File: src/rtl/mem_bus_arbiter.sv
// -----------------------------------------------------------------------------
// mem_bus_arbiter
//
// Merges the instruction-side and data-side cache read ports onto one shared
// memory bus read channel, and buffers a single data-side write on the bus
// write channel.
//
// Read path : one read outstanding at a time. I and D requests are arbitrated
//             with a 1-bit round-robin pointer. Return beats are steered to the
//             owner of the outstanding read.
// Write path: one-entry write buffer, independent of the read path. A D-side
//             read to the same cache line as the buffered write is held off
//             until the write has completed on the bus.
//
// Ports
//   aclk, aresetn                  clock, asynchronous active-low reset
//   i_rd_req/type/addr, i_rd_rdy   I-side read request / accepted
//   d_rd_req/type/addr, d_rd_rdy   D-side read request / accepted
//   i_ret_valid, d_ret_valid       return beat valid for I-side / D-side
//   ret_last, ret_data             shared return beat last flag and data
//   d_wr_req/type/addr/wstrb/data  D-side write request
//   d_wr_rdy                       write buffer is free
//   bus_rd_*                       bus read request channel
//   bus_ret_*                      bus read return channel
//   bus_wr_*                       bus write request channel
//   bus_wr_rdy, bus_wr_done        bus write accepted / write completed
// -----------------------------------------------------------------------------
module mem_bus_arbiter #(
  parameter int LINE_OFF = 4
) (
  input  logic         aclk,
  input  logic         aresetn,

  input  logic         i_rd_req,
  input  logic [2:0]   i_rd_type,
  input  logic [31:0]  i_rd_addr,
  output logic         i_rd_rdy,

  input  logic         d_rd_req,
  input  logic [2:0]   d_rd_type,
  input  logic [31:0]  d_rd_addr,
  output logic         d_rd_rdy,

  output logic         i_ret_valid,
  output logic         d_ret_valid,
  output logic         ret_last,
  output logic [31:0]  ret_data,

  input  logic         d_wr_req,
  input  logic [2:0]   d_wr_type,
  input  logic [31:0]  d_wr_addr,
  input  logic [3:0]   d_wr_wstrb,
  input  logic [127:0] d_wr_data,
  output logic         d_wr_rdy,

  output logic         bus_rd_req,
  output logic [2:0]   bus_rd_type,
  output logic [31:0]  bus_rd_addr,
  input  logic         bus_rd_rdy,

  input  logic         bus_ret_valid,
  input  logic         bus_ret_last,
  input  logic [31:0]  bus_ret_data,

  output logic         bus_wr_req,
  output logic [2:0]   bus_wr_type,
  output logic [31:0]  bus_wr_addr,
  output logic [3:0]   bus_wr_wstrb,
  output logic [127:0] bus_wr_data,
  input  logic         bus_wr_rdy,
  input  logic         bus_wr_done
);

  typedef enum logic [1:0] {R_IDLE, R_REQ, R_RESP} r_state_e;
  typedef enum logic [1:0] {W_IDLE, W_REQ, W_WAIT} w_state_e;

  // ---------------------------------------------------------------------------
  // Read path state
  // ---------------------------------------------------------------------------
  r_state_e    r_state_q, r_state_d;
  logic        owner_d_q, owner_d_d;   // owner of the outstanding read: 1 = D
  logic        prio_d_q,  prio_d_d;    // round-robin pointer: 1 = D favoured
  logic [2:0]  rd_type_q, rd_type_d;
  logic [31:0] rd_addr_q, rd_addr_d;

  // ---------------------------------------------------------------------------
  // Write buffer state
  // ---------------------------------------------------------------------------
  w_state_e     w_state_q, w_state_d;
  logic [2:0]   wr_type_q,  wr_type_d;
  logic [31:0]  wr_addr_q,  wr_addr_d;
  logic [3:0]   wr_wstrb_q, wr_wstrb_d;
  logic [127:0] wr_data_q,  wr_data_d;

  // ---------------------------------------------------------------------------
  // Arbitration
  // ---------------------------------------------------------------------------
  logic hazard;
  logic i_elig, d_elig;
  logic grant_i, grant_d;

  // The compare uses the registered write state, so a write being accepted on
  // the same edge as a D read grant does not block that grant.
  assign hazard = (w_state_q != W_IDLE) &&
                  (d_rd_addr[31:LINE_OFF] == wr_addr_q[31:LINE_OFF]);

  assign i_elig = i_rd_req;
  assign d_elig = d_rd_req && !hazard;

  // With both eligible the pointer decides; grant_i and grant_d are exclusive.
  assign grant_i = i_elig && (!d_elig || !prio_d_q);
  assign grant_d = d_elig && (!i_elig ||  prio_d_q);

  // ---------------------------------------------------------------------------
  // Read FSM: next state and outputs
  // ---------------------------------------------------------------------------
  // NOTE: every signal written here gets a default first, so no path leaves a
  // value unassigned and no latch is inferred.
  always_comb begin
    r_state_d   = r_state_q;
    owner_d_d   = owner_d_q;
    prio_d_d    = prio_d_q;
    rd_type_d   = rd_type_q;
    rd_addr_d   = rd_addr_q;
    i_rd_rdy    = 1'b0;
    d_rd_rdy    = 1'b0;
    bus_rd_req  = 1'b0;
    i_ret_valid = 1'b0;
    d_ret_valid = 1'b0;
    ret_last    = 1'b0;
    ret_data    = '0;

    unique case (r_state_q)
      R_IDLE: begin
        if (grant_i) begin
          owner_d_d = 1'b0;
          prio_d_d  = 1'b1;
          rd_type_d = i_rd_type;
          rd_addr_d = i_rd_addr;
          r_state_d = R_REQ;
        end else if (grant_d) begin
          owner_d_d = 1'b1;
          prio_d_d  = 1'b0;
          rd_type_d = d_rd_type;
          rd_addr_d = d_rd_addr;
          r_state_d = R_REQ;
        end
      end

      R_REQ: begin
        bus_rd_req = 1'b1;
        i_rd_rdy   = !owner_d_q && bus_rd_rdy;
        d_rd_rdy   =  owner_d_q && bus_rd_rdy;
        if (bus_rd_rdy) begin
          r_state_d = R_RESP;
        end
      end

      R_RESP: begin
        i_ret_valid = !owner_d_q && bus_ret_valid;
        d_ret_valid =  owner_d_q && bus_ret_valid;
        ret_last    = bus_ret_last;
        ret_data    = bus_ret_data;
        if (bus_ret_valid && bus_ret_last) begin
          r_state_d = R_IDLE;
        end
      end

      default: r_state_d = R_IDLE;
    endcase
  end

  assign bus_rd_type = rd_type_q;
  assign bus_rd_addr = rd_addr_q;

  // ---------------------------------------------------------------------------
  // Write FSM: next state and outputs
  // ---------------------------------------------------------------------------
  always_comb begin
    w_state_d  = w_state_q;
    wr_type_d  = wr_type_q;
    wr_addr_d  = wr_addr_q;
    wr_wstrb_d = wr_wstrb_q;
    wr_data_d  = wr_data_q;
    d_wr_rdy   = 1'b0;
    bus_wr_req = 1'b0;

    unique case (w_state_q)
      W_IDLE: begin
        d_wr_rdy = 1'b1;
        if (d_wr_req) begin
          wr_type_d  = d_wr_type;
          wr_addr_d  = d_wr_addr;
          wr_wstrb_d = d_wr_wstrb;
          wr_data_d  = d_wr_data;
          w_state_d  = W_REQ;
        end
      end

      W_REQ: begin
        bus_wr_req = 1'b1;
        if (bus_wr_rdy) begin
          w_state_d = W_WAIT;
        end
      end

      // A new request arriving together with bus_wr_done is not accepted here;
      // it is taken the next cycle from W_IDLE.
      W_WAIT: begin
        if (bus_wr_done) begin
          w_state_d = W_IDLE;
        end
      end

      default: w_state_d = W_IDLE;
    endcase
  end

  assign bus_wr_type  = wr_type_q;
  assign bus_wr_addr  = wr_addr_q;
  assign bus_wr_wstrb = wr_wstrb_q;
  assign bus_wr_data  = wr_data_q;

  // ---------------------------------------------------------------------------
  // State registers
  // ---------------------------------------------------------------------------
  // NOTE: sequential state uses non-blocking assignments so every register
  // samples the pre-edge values regardless of statement order.
  // NOTE: the latched request fields are reset as well, so the bus address,
  // type, strobe and data outputs read 0 while in reset.
  always_ff @(posedge aclk or negedge aresetn) begin
    if (!aresetn) begin
      r_state_q  <= R_IDLE;
      owner_d_q  <= 1'b0;
      prio_d_q   <= 1'b0;
      rd_type_q  <= '0;
      rd_addr_q  <= '0;
      w_state_q  <= W_IDLE;
      wr_type_q  <= '0;
      wr_addr_q  <= '0;
      wr_wstrb_q <= '0;
      wr_data_q  <= '0;
    end else begin
      r_state_q  <= r_state_d;
      owner_d_q  <= owner_d_d;
      prio_d_q   <= prio_d_d;
      rd_type_q  <= rd_type_d;
      rd_addr_q  <= rd_addr_d;
      w_state_q  <= w_state_d;
      wr_type_q  <= wr_type_d;
      wr_addr_q  <= wr_addr_d;
      wr_wstrb_q <= wr_wstrb_d;
      wr_data_q  <= wr_data_d;
    end
  end

endmodule
File: config.mk
export PLATFORM = sky130hd
export DESIGN_NAME = mem_bus_arbiter
export DESIGN_NICKNAME = d
export VERILOG_FILES = /design/src/rtl/mem_bus_arbiter.sv
export SDC_FILE = /design/constraint.sdc
export NUM_CORES = 1
export LEC_CHECK = 0
export ABC_CLOCK_PERIOD_IN_PS = 2100
export CAP_MARGIN = 20
export CORE_AREA = 2 2 205 207
export DETAILED_ROUTE_END_ITERATION = 10
export DIE_AREA = 0 0 207 209
export SLEW_MARGIN = 5
export SYNTH_ARGS = -nofsm -noshare
export SYNTH_HDL_FRONTEND = slang
export SYNTH_SLANG_ARGS = --single-unit
File: constraint.sdc
create_clock -name aclk -period 2.1 [get_ports aclk]
set_input_delay 0.42 -clock aclk [delete_from_list [all_inputs] [get_ports aclk]]
set_output_delay 0.42 -clock aclk [all_outputs]
set_load 0.05 [all_outputs]
==> results of run 1 <==
==> worst max path at each step <==
stage / cells after the start / end / slack (ns)
4_1_cts: 8 / bus_rd_addr[25] / -0.28
3_5_place_dp: 8 / bus_rd_addr[27] / -0.75
5_1_grt: 8 / bus_rd_addr[13] / -0.44
3_3_place_gp: 9 / bus_rd_addr[28] / -0.76
6_report: 8 / bus_rd_addr[13] / -0.28
2_1_floorplan: 8 / bus_rd_addr[0] / -0.06
==> metal layers <==
metal / part of all wire / up-vias / wire length (um)
li1: - / 3404 / -
met3: 0.10 / 53 / 3560
met4: 0.027 / 0 / 945
met5: 0 / - / 0
met2: 0.49 / 399 / 17300
met1: 0.38 / 3700 / 13500
==> worst reg2reg max path, cell delays in order, from the launching register on <==
cell       delay [ns]
dfrtp_2          0.41
xor2_1           0.16
nor4_1           0.31
buf_4            0.18
nand4_1          0.13
or2_4            0.27
o2111a_2         0.24
clkbuf_16        0.23
a221o_1          0.33
==> cell usage after synthesis, drive strengths merged <==
cell type and instances:
a21o 1, a21oi 1, a221o 35, a221oi 1
a22o 1, a31oi 1, and2 34, and3 2
buf 22, clkbuf 15, dfrtp 208, inv 3
mux2 167, nand2 41, nand4 2, nor2 42
nor2b 4, nor3 2, nor4 6, o2111a 1
o211a 1, o22a 1, or2 1, xor2 28
==> state kept, by name (all words and copies together) (netlist names), 2 cells and up <==
signal,cells
bus_rd_addr,32
bus_rd_type,3
bus_wr_addr,32
bus_wr_data,128
bus_wr_type,3
bus_wr_wstrb,4
r_state_q,2
w_state_q,2
==> cell families (layout without fill, tap and decap cells) <==
family	after synthesis	count (layout)	synth area share
other	0	2	0
buffers and inverters	40	669	0.0243
DFF	208	208	0.605
and+or+nand+nor	134	134	0.0733
AOI/OAI and AO/OA	43	43	0.0509
xor gates and xnor gates	28	28	0.0285
muxes	167	167	0.218
==> power breakdown <==
group | total, mW | internal (mW) | switching (mW)
sequential | 7.28 | 6.10 | 1.19
clock | 4.21 | 2.46 | 1.76
combinational | 17.9 | 6.54 | 11.4
==> layout make-up <==
class | instances | area (um^2)
Fill cell | 4078 | 24800
Clock buffer | 36 | 707
Tap cell | 539 | 674
Timing Repair Buffer | 620 | 6400
Antenna cell | 2 | 5.00
Inverter | 3 | 11.3
Clock inverter | 10 | 83.8
Sequential cell | 208 | 5240
Multi-Input combinational cell | 372 | 3390
==> metrics by stage <==
| step | area (um^2) | worst slack (ns) | power, mW | cells | hold WS, ns |
|---|---|---|---|---|---|
| 6_report | 16500 | -0.283 | 29.4 | 1790 | 0.350 |
| 5_1_grt | 16500 | -0.440 | 30.7 | 1789 | 0.344 |
| 2_1_floorplan | 8650 | -0.0594 | 18.4 | 620 | 0.124 |
| 3_5_place_dp | 15400 | -0.749 | 25.7 | 1721 | 0.402 |
| 4_1_cts | 16300 | -0.276 | 29.4 | 1780 | 0.406 |
| 3_3_place_gp | 15400 | -0.763 | 25.6 | 1721 | 0.400 |
==> what timing repair did <==
action	4_1_cts	5_1_grt
pin swaps	23	14
hold endpoints to repair	44	0
setup buffers	5	5
endpoints found under the setup margin	251	73
resized for setup	222	32
gates cloned	7	4
hold buffers	1	0
==> qor.yml, run 1 <==
cts_buffer_depth: 3
cts.reportedPaths.clkPinSlew_ns: 0.06
die_area_um2: 43300
critPathKind: "reg2reg"
initial_core_util: 0.208
drive_above_1_share: 0.362
required_ns: 2.51
htreeDepth: 1
grt_pass1_wl_um: 53100
slowest_stage: "dfrtp_2"
grt_overflow_total: 0
final.setup.worst_slack_ns: -0.283
hold_start: "d_rd_addr[29]"
yosys.area.top_type_share: 0.605
cts.sinks: 208
ios: 521
tns_ns: -9.52
rr_worst_depth: 8
final_max_slew_viol_count: 0
antenna_found_initial: 2
yosysUniqueCellTypes: 28
fin_util: 0.400
critPathBufInv: 2
period_share: 1.13
rsz0062_at_grt: "yes"
violations: "setup timing"
worst_slew_pin_slew_ns: 0.564
met1_usage: 0.181
worstHoldPathType: "in2reg"
grt.met3_usage: 0.0606
num_rows: 75
max_freq_ghz: 0.420
setup_viol: 46
grt.met2_usage: 0.275
synth_top_area_cell: "dfrtp_1"
die_x_um: 207
drc: 0
fin_skew_ns: 0.0102
wl_um: 35400
syn_area_um2: 8610
finalWeightedCongestion: 0.844
final_hold_viol_count: 0
track_usage: 0.158
endpoint_kind: "flop"
first_global_vias: 8527
cts_inserted_buffers: 25
ant_nets: 0
crit_path_max_fanout: 8
portBuffers: 520
crit_start: "bus_wr_addr[25]"
run_status: "finished with violations"
fin_nets: 1509
grt_max_degree: 57
hold_end: "bus_rd_addr[29]"
path_cells: "xor2_1, nor4_1, buf_4, nand4_1, or2_4, o2111a_2, clkbuf_16, a221o_1"
cp_slowest_stage_delay_ns: 0.41
dpl.hpwl_um: 26600
final_common_cell: "clkdlybuf4s50_1"
insertion_delay_ns: 0.54
power.leakage_nw: 7.21
grt_busiest_layer: "met2"
routedWlPerCell_um: 19.8
die_h_um: 209
first_pass_iters: 5
synth_fp_nets: 899
cp.arrival_ns: 2.80
first_iter_violations: 263
rrSetupSlack_ns: -0.28
avgSynthCellArea_um2: 13.9
startpoint_type: "flop"
cts_tree: "yes"
coreArea_um2: 41300
cts_root_buf: "clkbuf_16"
drv_cap: 0
hold_depth: 2
ys_ff_latch: 208
slew_headroom: 0.626
vias: 7556
powerDensity_nw_per_um2: 1780
layout_common_cells: "clkdlybuf4s50_1, dfrtp_1, dlygate4sd2_1, mux2_2, buf_4"
rr_endpoint: "bus_rd_addr[13]"
irDropWorstVdd_mv: 1.49
area_delta_synth_final_pct: 91.8
ys_seq_area_frac: 0.605
crit_family: "simple AND/OR/NAND/NOR gates"
yosys_warnings: 0
r2r-start: "bus_wr_addr[25]"
syn_inst: 620
period_minus_slack_ns: 2.38
viasPerCell: 4.22
synthTopCellsByArea: "dfrtp_1, mux2_2, a221o_1, xor2_1, and2_1"
(Power assumes the default switching activity.)
==> run 2: changes to the inputs <==
--- a/config.mk
+++ b/config.mk
@@ -5,11 +5,12 @@
 export SDC_FILE = /design/constraint.sdc
 export NUM_CORES = 1
 export LEC_CHECK = 0
+export ABC_AREA = 1
 export ABC_CLOCK_PERIOD_IN_PS = 2100
 export CAP_MARGIN = 20
-export CORE_AREA = 2 2 205 207
+export CORE_AREA = 2 2 203 205
 export DETAILED_ROUTE_END_ITERATION = 10
-export DIE_AREA = 0 0 207 209
+export DIE_AREA = 0 0 205 207
 export SLEW_MARGIN = 5
 export SYNTH_ARGS = -nofsm -noshare
 export SYNTH_HDL_FRONTEND = slang
==> qor.yml, run 2 <==
area_delta_synth_final_pct: 81.0
num_rows: 74
syn_inst: 842
ant_nets: 0
final_max_slew_viol_count: 0
antenna_found_initial: 1
cts_root_buf: "clkbuf_16"
cp_slowest_stage_delay_ns: 0.36
yosys_warnings: 0
crit_family: "simple AND/OR/NAND/NOR gates"
final_hold_viol_count: 0
cp.arrival_ns: 1.63
powerDensity_nw_per_um2: 1750
run_status: "finished, final reports clean"
portBuffers: 520
endpoint_kind: "output pin"
path_cells: "inv_2, buf_4, nor2_2, nand2_2, nor2_4, buf_12"
cts.sinks: 208
htreeDepth: 1
period_share: 0.978
first_global_vias: 9140
avgSynthCellArea_um2: 10.9
cts.reportedPaths.clkPinSlew_ns: 0.06
finalWeightedCongestion: 0.870
critPathKind: "reg2out"
async_flop_share: 1.00
n_antenna_cell: 0
ios: 521
rsz0062_at_grt: "yes"
worstHoldPathType: "in2async"
synth_edf_count: 0
insertion_delay_ns: 0.55
fin_skew_ns: 0.0115
ys_ff_latch: 208
irDropWorstVdd_mv: 1.45
crit_path_max_fanout: 3
required_ns: 1.68
grt_pass1_wl_um: 56600
syn_area_um2: 9200
largest_register_ff_count: 128
fin_nets: 1687
startpoint_type: "flop"
coreArea_um2: 40400
setup_viol: 0
synth_most_common_cell: "dfrtp_1"
first_pass_iters: 5
cts_tree: "yes"
power.leakage_nw: 7.62
viasPerCell: 4.44
rrSetupSlack_ns: 0.18
power_mw: 29.2
die_area_um2: 42400
rr_worst_depth: 15
place_ws_ns: -0.744
worst_slew_pin_slew_ns: 0.589
fin_util: 0.413
r2r-start: "bus_wr_addr[13]"
synth_fp_nets: 1121
yosysUniqueCellTypes: 28
max_freq_ghz: 0.487
die_x_um: 205
slowest_stage: "dfrtp_1"
n_fill_cell: 3980
die_h_um: 207
dpl.hpwl_um: 29500
track_usage: 0.175
wl_um: 38300
cts_inserted_buffers: 26
tns_ns: 0
layout_common_cells: "clkdlybuf4s50_1, dfrtp_1, dlygate4sd2_1, mux2_2, nand2_1"
ys.flop_type: "dfrtp_1"
grt_overflow_total: 0
ys_seq_area_frac: 0.566
critPathBufInv: 3
drc: 0
drive_above_1_share: 0.273
period_minus_slack_ns: 2.05
slew_headroom: 0.609
cts_buffer_depth: 3
routedWlPerCell_um: 19.6
vias: 8686
grt_max_degree: 72
first_iter_violations: 459
rr_endpoint: "bus_rd_addr[19]"
drv_cap: 0
final_common_cell: "clkdlybuf4s50_1"
netlist_top_cells_count: "dfrtp_1, mux2_2, nand2_1, nor2_1, inv_1"
synth_top_area_cell: "dfrtp_1"
yosys.area.top_type_share: 0.566
final.setup.worst_slack_ns: 0.0462
synthTopCellsByArea: "dfrtp_1, mux2_2, nand2_1, nor2_1, inv_1"
initial_core_util: 0.228
==> run 2: cell types whose count changed after synthesis, moves of 31 or more <==
cell / previous run / this run
nand3_1: 0 / 31
o2111ai_1: 0 / 35
and2_1: 34 / 0
nand4_1: 2 / 35
inv_1: 3 / 82
nor2_1: 42 / 87
nand2_1: 41 / 109
==> run 2: timing repair <==
item	in CTS	in global routing
hold endpoints to repair	53	0
pin swaps	1	4
setup endpoints to repair	245	67
hold buffers	1	0
buffers inserted	2	4
gates cloned	2	1
resized for setup	211	21
==> run 2: how the worst max path moves through the flow <==
stage,from,endpoint,cells after the start
5_1_grt,r_state_q[0],d_rd_rdy,6
2_1_floorplan,r_state_q[0],d_ret_valid,3
3_3_place_gp,d_rd_addr[13],bus_rd_addr[10],11
6_report,r_state_q[0],d_rd_rdy,6
3_5_place_dp,d_rd_addr[13],bus_rd_addr[16],11
4_1_cts,r_state_q[0],ret_data[11],5
==> run 2: metrics by stage <==
stage,hold WS [ns],instances,area (um^2)
after global placement,0.425,1902,15800
final,0.424,1956,16700
after CTS,0.393,1951,16500
after detailed placement,0.425,1902,15800
after floorplan,0.124,842,9210
after global routing,0.405,1956,16700
==> run 2: kinds of logic after synthesis <==
logic type	Yosys count	share of synthesized area
muxes	149	0.182
and+or+nand+nor	286	0.141
DFF	208	0.566
xor gates and xnor gates	1	0.000952
AOI/OAI and AO/OA	61	0.0488
buffers and inverters	137	0.0617
==> run 2: cell type report <==
| cell class | count | area (um^2) | area share |
|---|---|---|---|
| multi-input cells | 499 | 3630 | 0.218 |
| clock inverters | 6 | 71.3 | 0.00428 |
| flip-flops and latches | 208 | 5210 | 0.313 |
| well taps | 532 | 666 | 0.0400 |
| repair buffers | 587 | 6030 | 0.362 |
| clock buffers | 38 | 726 | 0.0436 |
| inverters | 86 | 323 | 0.0194 |
==> run 2: power breakdown <==
| part | internal, mW | switching, mW | leakage (nW) |
|---|---|---|---|
| Clock | 2.50 | 1.78 | 0.382 |
| Sequential | 6.06 | 1.24 | 2.44 |
| Combinational | 5.70 | 11.9 | 4.79 |
| Total | 14.3 | 15.0 | 7.62 |
==> run 2: layer usage <==
| layer | track usage | vias to the layer above | share of wire |
|---|---|---|---|
| met1 | 0.193 | 4217 | 0.35 |
| met2 | 0.316 | 455 | 0.51 |
| met5 | 0 | - | 0.00034 |
| met4 | 0.0459 | 2 | 0.023 |
| met3 | 0.0626 | 48 | 0.11 |
| li1 | - | 3964 | - |
==> run 3: changes to the inputs <==
--- a/config.mk
+++ b/config.mk
@@ -11,6 +11,7 @@
 export CORE_AREA = 2 2 203 205
 export DETAILED_ROUTE_END_ITERATION = 10
 export DIE_AREA = 0 0 205 207
+export MAX_ROUTING_LAYER = met4
 export SLEW_MARGIN = 5
 export SYNTH_ARGS = -nofsm -noshare
 export SYNTH_HDL_FRONTEND = slang
==> qor.yml, run 3 (synthesis results as in run 2) <==
portBuffers: 520
die_area_um2: 42400
ios: 521
worst_slew_pin_slew_ns: 0.597
period_share: 0.978
fin_skew_ns: 0.0178
grt_pass1_wl_um: 56500
routedWlPerCell_um: 19.6
crit_path_max_fanout: 3
cts_root_buf: "clkbuf_16"
irDropWorstVdd_mv: 1.45
htreeDepth: 1
die_h_um: 207
period_minus_slack_ns: 2.05
power.leakage_nw: 7.61
fin_util: 0.412
cts_tree: "yes"
track_usage: 0.180
fin_nets: 1686
worstHoldPathType: "in2async"
finalWeightedCongestion: 0.884
drive_above_1_share: 0.272
rrSetupSlack_ns: 0.15
vias: 8692
wl_um: 38300
cts_buffer_depth: 3
coreArea_um2: 40400
initial_core_util: 0.228
max_freq_ghz: 0.487
wl_met2_um: 19700
final_hold_viol_count: 0
whs_ns: 0.430
cts_inserted_buffers: 26
die_x_um: 205
insertion_delay_ns: 0.55
rsz0062_at_grt: "yes"
run_status: "finished, final reports clean"
final_common_cell: "clkdlybuf4s50_1"
layout_common_cells: "clkdlybuf4s50_1, dfrtp_1, dlygate4sd2_1, mux2_2, nand2_1"
first_global_vias: 9165
critPathKind: "reg2out"
num_rows: 74
n_fill_cell: 3978
wl_met1_um: 13800
cp.arrival_ns: 1.63
drc: 0
crit_start: "r_state_q[0]"
setup_viol: 0
dpl.hpwl_um: 29500
required_ns: 1.68
dr_wl_met3_um: 3940
first_iter_violations: 423
area_delta_synth_final_pct: 80.9
drv_cap: 0
final_max_slew_viol_count: 0
startpoint_type: "flop"
r2r-start: "bus_wr_addr[13]"
largest_register_ff_count: 128
grt_overflow_total: 0
routed.top_layer: "met4"
cts.reportedPaths.clkPinSlew_ns: 0.06
viasPerCell: 4.44
antenna_found_initial: 1
endpoint_kind: "output pin"
grt_max_degree: 72
slew_headroom: 0.604
ant_nets: 0
cts.sinks: 208
powerDensity_nw_per_um2: 1750
first_pass_iters: 5
## run 3: worst max-delay path, cell delays in order (launching register included)
cell	delay, ns
dfrtp_1	0.35
inv_2	0.07
buf_4	0.14
nor2_2	0.12
nand2_2	0.12
nor2_4	0.15
buf_12	0.14
## run 3: area by class of cell
cell class,count,area [um^2],share of cell area
diodes,1,2.50,0.000150
well taps,532,666,0.0400
multi-input cells,499,3630,0.218
clock buffers,38,726,0.0436
flip-flops and latches,208,5210,0.313
clock inverters,6,71.3,0.00428
repair buffers,586,6020,0.362
inverters,86,323,0.0194
## run 3: final timing paths
kind                       cells past startpoint               to
min reg2reg                                    1     w_state_q[1]
max reg2reg                                   11  bus_rd_addr[16]
min                                            2   bus_wr_data[3]
max                                            6         d_rd_rdy
min in group aclk                              2     w_state_q[1]
max in group asynchronous                      3  bus_wr_data[75]
## run 3: repair_timing
action,CTS,global route
gates resized for setup,211,19
cloned,2,1
hold endpoints to repair,53,0
buffers inserted,2,3
pin swaps,1,4
hold buffers,1,0
setup endpoints to repair,245,66
## run 3: report_power, final
| group | switching [mW] | internal [mW] |
|---|---|---|
| Sequential | 1.24 | 6.06 |
| Clock | 1.78 | 2.50 |
| Combinational | 11.9 | 5.69 |
| Total | 15.0 | 14.3 |
## run 3: layer usage
metal  GRT usage  vias to the layer above
met4      0.0427                        0
li1            -                     3962
met2       0.318                      449
met3      0.0549                       43
met1       0.196                     4238
met5           -                        -
## run 3: per-stage QoR
| step | cells | cell area, um^2 | setup WS (ns) | TNS (ns) | power (mW) |
|---|---|---|---|---|---|
| after detailed placement | 1902 | 15800 | -0.744 | -25.80 | 26.1 |
| final | 1956 | 16600 | 0.0455 | 0 | 29.2 |
| after global routing | 1956 | 16600 | -0.0582 | -0.637 | 30.6 |
| after global placement | 1902 | 15800 | -0.730 | -26.07 | 25.9 |
| after CTS | 1951 | 16500 | -0.0180 | -0.126 | 29.4 |
| after floorplan | 842 | 9210 | 0.0153 | 0 | 18.7 |
